<file path="src/rtl/seg7_disp_pkg.sv">
// Shared 7-segment display definitions: active-high A..G digit codes, slot indices, reader FSM states.
// Combinational helpers only; no latency or flow control.
package seg7_disp_pkg;

  localparam logic [6:0] SEG_DIGIT [0:9] = '{
    7'h3F, 7'h06, 7'h5B, 7'h4F, 7'h66, 7'h6D, 7'h7D, 7'h07, 7'h7F, 7'h6F
  };
  localparam logic [6:0] SEG_BLANK = 7'h00;

  localparam logic [1:0] DIG_U = 2'd0;
  localparam logic [1:0] DIG_T = 2'd1;
  localparam logic [1:0] DIG_H = 2'd2;

  typedef enum logic [1:0] {COLLECT, CONV1, CONV2, DONE} state_t;

  // x*10 as two shifts and an add.
  function automatic logic [9:0] times10(input logic [9:0] x);
    return (x << 3) + (x << 1);
  endfunction

endpackage

</file>
<file path="src/rtl/seg7_pattern_decoder.sv">
// Maps an active-high A..G pattern to {valid, BCD nibble}; purely combinational, no backpressure.
// SEG7_BLANK_AS_ZERO_EN: a blank pattern on the tens/hundreds slot decodes as 0.
module seg7_pattern_decoder
  import seg7_disp_pkg::*;
(
  input  logic [6:0] pattern,
  input  logic [1:0] slot,
  output logic       valid,
  output logic [3:0] nibble
);

`ifdef SEG7_BLANK_AS_ZERO_EN
  localparam bit BLANK_ZERO = 1'b1;
`else
  localparam bit BLANK_ZERO = 1'b0;
`endif

  always_comb begin
    valid  = 1'b0;
    nibble = 4'd0;
    for (int i = 0; i < 10; i++) begin
      if (pattern == SEG_DIGIT[i]) begin
        valid  = 1'b1;
        nibble = 4'(i);
      end
    end
    // Leading-zero blanking never applies to the units digit.
    if (BLANK_ZERO && (pattern == SEG_BLANK) && (slot != DIG_U)) begin
      valid  = 1'b1;
      nibble = 4'd0;
    end
  end

endmodule

</file>
<file path="src/rtl/seg7_scan_reader.sv">
// Recovers the number shown on a 3-digit multiplexed 7-seg bus; value_valid 3 cycles after the completing settle.
// No backpressure: results are pulses. SEG7_BLANK_AS_ZERO_EN enables leading-zero blanking in the decoder.
module seg7_scan_reader
  import seg7_disp_pkg::*;
#(
  parameter int STABLE_CYCLES  = 4,
  parameter bit SEG_ACTIVE_LOW = 1'b1,
  parameter bit SEL_ACTIVE_LOW = 1'b1,
  parameter int TIMEOUT_CYCLES = 262144
) (
  input  logic        clk,
  input  logic        rst,
  input  logic [7:0]  seg_in,
  input  logic [2:0]  dig_sel,
  output logic [7:0]  value,
  output logic [11:0] digits_bcd,
  output logic        value_valid,
  output logic        err_seg,
  output logic        err_sel,
  output logic        err_range,
  output logic        stale
);

  localparam int CNT_W = $clog2(STABLE_CYCLES + 1);
  localparam int TMO_W = $clog2(TIMEOUT_CYCLES + 1);
  localparam logic [7:0] SEG_IDLE = SEG_ACTIVE_LOW ? 8'hFF : 8'h00;
  localparam logic [2:0] SEL_IDLE = SEL_ACTIVE_LOW ? 3'h7 : 3'h0;

  logic [7:0]       seg_s1, seg_s2;
  logic [2:0]       sel_s1, sel_s2;
  logic [10:0]      sample, prev;
  logic [CNT_W-1:0] stab_cnt;
  logic             settle_vld;

  assign sample = {(SEL_ACTIVE_LOW ? ~sel_s2 : sel_s2), (SEG_ACTIVE_LOW ? ~seg_s2 : seg_s2)};

  // Sync flops reset to the idle bus level so no phantom sample appears after reset.
  always_ff @(posedge clk) begin
    if (rst) begin
      seg_s1     <= SEG_IDLE;
      seg_s2     <= SEG_IDLE;
      sel_s1     <= SEL_IDLE;
      sel_s2     <= SEL_IDLE;
      prev       <= '0;
      stab_cnt   <= '0;
      settle_vld <= 1'b0;
    end else begin
      seg_s1     <= seg_in;
      seg_s2     <= seg_s1;
      sel_s1     <= dig_sel;
      sel_s2     <= sel_s1;
      prev       <= sample;
      if (sample != prev)
        stab_cnt <= CNT_W'(1);
      else if (stab_cnt != CNT_W'(STABLE_CYCLES))
        stab_cnt <= stab_cnt + CNT_W'(1);
      settle_vld <= (sample == prev) && (stab_cnt == CNT_W'(STABLE_CYCLES - 1));
    end
  end

  // prev holds the settled sample during the settle_vld cycle.
  logic [2:0] set_sel;
  logic       sel_none, sel_multi, dec_valid, take_frame;
  logic [1:0] slot_idx;
  logic [3:0] dec_nibble;

  assign set_sel   = prev[10:8];
  assign sel_none  = (set_sel == 3'd0);
  assign sel_multi = ((set_sel & (set_sel - 3'd1)) != 3'd0);
  assign slot_idx  = set_sel[2] ? DIG_H : (set_sel[1] ? DIG_T : DIG_U);

  seg7_pattern_decoder u_dec (
    .pattern (prev[6:0]),
    .slot    (slot_idx),
    .valid   (dec_valid),
    .nibble  (dec_nibble)
  );

  logic [2:0][3:0] slot_q, slot_nxt, snap;
  logic [2:0]      mask_q, mask_nxt;
  logic [9:0]      acc, acc_c2;
  state_t          state, state_nxt;

  always_comb begin
    slot_nxt = slot_q;
    mask_nxt = mask_q;
    if (settle_vld && !sel_none && !sel_multi) begin
      if (dec_valid) begin
        slot_nxt[slot_idx] = dec_nibble;
        mask_nxt[slot_idx] = 1'b1;
      end else begin
        mask_nxt[slot_idx] = 1'b0;
      end
    end
  end

  assign take_frame = (state == COLLECT) && (mask_nxt == 3'b111);
  assign acc_c2     = times10(acc) + {6'd0, snap[DIG_U]};

  always_ff @(posedge clk) begin
    if (rst) state <= COLLECT;
    else     state <= state_nxt;
  end

  always_comb begin
    state_nxt = state;
    case (state)
      COLLECT: if (take_frame) state_nxt = CONV1;
      CONV1:   state_nxt = CONV2;
      CONV2:   state_nxt = DONE;
      DONE:    state_nxt = COLLECT;
      default: state_nxt = COLLECT;
    endcase
  end

  always_comb begin
    value_valid = (state == DONE) && (acc <= 10'd255);
    err_range   = (state == DONE) && (acc > 10'd255);
  end

  // Outputs are loaded on the CONV2 edge so they are already current while value_valid pulses in DONE.
  always_ff @(posedge clk) begin
    if (rst) begin
      slot_q     <= '0;
      mask_q     <= '0;
      snap       <= '0;
      acc        <= '0;
      value      <= '0;
      digits_bcd <= '0;
      err_seg    <= 1'b0;
      err_sel    <= 1'b0;
    end else begin
      slot_q  <= slot_nxt;
      mask_q  <= take_frame ? 3'b000 : mask_nxt;
      if (take_frame) snap <= slot_nxt;
      err_seg <= settle_vld && !sel_none && !sel_multi && !dec_valid;
      err_sel <= settle_vld && sel_multi;
      case (state)
        CONV1: acc <= times10({6'd0, snap[DIG_H]}) + {6'd0, snap[DIG_T]};
        CONV2: begin
          acc <= acc_c2;
          if (acc_c2 <= 10'd255) begin
            value      <= acc_c2[7:0];
            digits_bcd <= {snap[DIG_H], snap[DIG_T], snap[DIG_U]};
          end
        end
        default: ;
      endcase
    end
  end

  logic [TMO_W-1:0] stale_cnt;

  always_ff @(posedge clk) begin
    if (rst) begin
      stale_cnt <= TMO_W'(TIMEOUT_CYCLES);
      stale     <= 1'b1;
    end else if (value_valid) begin
      stale_cnt <= '0;
      stale     <= 1'b0;
    end else if (stale_cnt == TMO_W'(TIMEOUT_CYCLES)) begin
      stale     <= 1'b1;
    end else begin
      stale_cnt <= stale_cnt + TMO_W'(1);
    end
  end

endmodule

</file>
<file path="config.mk">
export PLATFORM = sky130hd
export DESIGN_NAME = seg7_scan_reader
export DESIGN_NICKNAME = d
export VERILOG_FILES = /design/src/rtl/seg7_disp_pkg.sv /design/src/rtl/seg7_pattern_decoder.sv /design/src/rtl/seg7_scan_reader.sv
export SDC_FILE = /design/constraint.sdc
export NUM_CORES = 1
export LEC_CHECK = 0
export ABC_AREA = 1
export BUFFER_PORTS_ARGS = -buffer_cell sky130_fd_sc_hd__buf_2
export CORE_MARGIN = 1.5
export CORE_UTILIZATION = 45
export DETAILED_ROUTE_END_ITERATION = 16
export SKIP_LAST_GASP = 1
export SYNTH_ARGS = -nofsm -noshare
export SYNTH_HDL_FRONTEND = slang
export SYNTH_SLANG_ARGS = --single-unit
</file>
<file path="constraint.sdc">
create_clock -name clk -period 3.7 [get_ports clk]
set_input_delay 0.185 -clock clk [delete_from_list [all_inputs] [get_ports clk]]
set_output_delay 0.185 -clock clk [all_outputs]
set_load 0.02 [all_outputs]
</file>
==> summary.md <==
| Metric | Value |
|---|---|
| Status | completed |
| Cells after synthesis | 676 |
| Cell Area, Synth | 5390 um^2 |
| DRC | 0 |
| Antenna-violating nets left | 0 |
| Startpoint types | register |
| Fin cells | 882 |
| Most used cell, CP | nand3_1 |
| Setup crit end kind | register |
| Core area | 11600 um^2 |
| I/O pin total | 38 |
| Combinational Power Share | 9.2% |
| Syn Nets | 722 |
| Postcts setup bufs | 0 |
| Commonest non-fill, non-tap cell in the layout | dfxtp_1 |
| Diodes inserted | 0 |
| PwrDens | 526 nW/um^2 |
| GRT Total Usage | 17.8% |
| Total global routing overflow | 0 |
| Yosys cell types | 47 |
| Num CTS Buffers | 17 |
| Clk buf depth | 2 |
| Slew margin rel. | 20.9% |
| Warnings from Yosys | 0 |
| First-pass GRT wire length | 18000 um |
| Util after Layout | 55.4% |
| Clk_lat worst skew | 0.41 ns |
| Initial antenna violation count | 0 |
| Area grow syn2layout | 18.9% |
| H-tree depth | 4 |
| Final setup violation count | 0 |
| Die H | 112 um |
| Register area share after synthesis | 43.5% |
| Number of port buffers | 37 |
| Max Cap Viol | 0 |
| Drt via density | 4.83 |
| CP arrival | 3.29 ns |
| CP Class | register to register |
| Initial Utilization | 46.6% |
| Setup Skew | 0.00655 ns |
| Hold Worst Slack | 0.288 ns |
| Final nets | 772 |
| Vias | 4257 |
| Inst Count DP | 839 |
| Gpl congestion | 0.822 |
| Cell family with most CP delay | adder cells |
| Vias in the first global route | 3993 |
| Least-Margin Pin Slew | 1.19 ns |
| Reg power frac | 40.1% |
| RSZ-0062 raised after global routing | no |
| Worst path slowest cell | fa_1 |
| Die area | 12600 um^2 |
| Final wirelength | 10400 um |
| CTS tree | built |
| 1st-pass router iterations | 7 |
| CP Buf/Inv Count | 3 |
| Commonest non-fill, non-tap cells in the layout | dfxtp_1 (117), nor2_1 (104), inv_1 (91), nand2_1 (86), o21ai_0 (46) |
| Sw Pwr | 836 uW |
| FMAX | 0.335 GHz |
| CTS sink cnt | 117 |
| 1st-iter DRT viols | 210 |
| Tmin final | 2.99 ns |
| #FFs+latches synth | 117 |
| Final HPWL DP | 7420 um |
| Die W | 112 um |
| Crit-path cells | inv_1, fa_1, inv_1, fa_1, nand3_1, nand3_1, nand2_1, nand2_1, a21oi_1, xor2_1, nand3_1, clkinv_1, nor2_1, nor2_1 |
| Hold Crit Class | input pin to register |
| Share of cells above drive strength 1 | 18.0% |
| Average cell area after synthesis | 7.97 um^2 |
| Cell Rows | 39 |
| Clock-pin slew on the worst setup and hold paths | 0.06 ns |
| Reg2Reg Setup Slack | 0.71 ns |
| Critical path peak fanout | 19 |
| Fin crit share | 80.7% |
| Largest net degree at the start of global routing | 47 |
| Static leakage | 0.00303 uW |
| Worst VDD drop | 459 uV |
| Req. time, crit path | 4.00 ns |
| Internal power | 2530 uW |
| Clk network pwr share | 50.7% |
| Root Buffer | clkbuf_16 |
| Sw frac | 24.8% |
| Max stage delay on crit path | 0.53 ns |
| Setup_tns | 0 ns |
| Slew Viols, Final | 0 |
| Routed len/inst | 11.8 um |
| Hold Vio Cnt, Final | 0 |
[cells by family after synthesis]
| family | count (synthesis) | synth area share [%] |
|---|---|---|
| simple gates | 284 | 25.1 |
| flops | 117 | 43.5 |
| buf+inv | 115 | 8.47 |
| compound gates | 109 | 11.8 |
| fa+ha+maj | 33 | 8.22 |
| xor+xnor | 18 | 2.92 |
[power groups by stage]
| stage | clock [uW] | sequential (uW) | combinational (uW) |
|---|---|---|---|
| after floorplan | 0 | 1370 | 233 |
| after global placement | 0 | 1380 | 294 |
| after detailed placement | 0 | 1380 | 296 |
| after CTS | 1740 | 1350 | 311 |
| after global routing | 1800 | 1360 | 352 |
| final | 1710 | 1350 | 310 |
[flip-flops by register name, summed over array words and instances, names as in the netlist]
name	flops
stale_cnt	19
mask_q	3
stale	1
snap	12
err_seg	1
settle_vld	1
slot_q	12
prev	11
err_sel	1
state	2
stab_cnt	3
seg_s1	8
acc	10
value	8
seg_s2	8
sel_s2	3
digits_bcd	11
sel_s1	3
[layer usage]
metal	part of all wire, %	global-route usage, %
met1	50	22.5
met2	46	28.5
met3	2.8	6.37
met4	1.1	5.82
met5	0	0
[stage by stage]
| step | instance area, um^2 | power, uW | setup slack [ns] |
|---|---|---|---|
| global placement | 5670 | 1670 | 0.781 |
| floorplan | 5390 | 1610 | 0.987 |
| CTS | 6410 | 3400 | 0.697 |
| detailed placement | 5670 | 1670 | 0.703 |
| global route | 6410 | 3510 | 0.438 |
| finish | 6410 | 3370 | 0.715 |
[final timing paths]
| kind | startpoint | to | cells past startpoint |
|---|---|---|---|
| worst max register to register | snap[3] | digits_bcd[2] | 14 |
| worst min-delay path | rst | acc[9] | 3 |
| worst min register to register | seg_s1[5] | seg_s2[5] | 1 |
| worst max-delay path | snap[3] | digits_bcd[2] | 14 |
[what timing repair did]
item	4_1_cts	5_1_grt
gates resized for setup	0	0
hold endpoints to repair	11	0
hold buffers	11	0
[Yosys cell counts, drive strengths merged]
cell	count	area [um^2]
a22oi	1	7.51
dfxtp	117	2340
nand3b	1	7.51
or2	29	181
xnor2	5	43.8
nor3	11	60.1
a2111oi	1	8.76
o221ai	1	8.76
nand3	29	163
clkinv	1	3.75
inv	95	357
nand2	97	449
o22ai	5	31.3
xor2	13	114
nor2	108	430
a211oi	1	7.51
ha	29	363
nand4	7	50.1
o21ai	48	240
nor4	2	12.5
a31oi	2	12.5
o211ai	5	37.5
o21bai	1	7.51
fa	4	80.1
o2111ai	1	8.76
a21oi	42	259
buf	7	46.3
o21a	1	7.51
clkbuf	12	50.1
[final cells by class]
type	instances	area (um^2)
Clock inverter	13	171
Inverter	96	360
Fill cell	1047	5160
Timing Repair Buffer	50	310
Sequential cell	117	2340
Clock buffer	19	453
Tap cell	143	179
Multi-Input combinational cell	444	2590
[worst min-delay path, delay by kind of cell]
family	cells	cell delay, ns
simple gates	1	0.13
buf+inv	2	0.34
(Power assumes the default switching activity.)
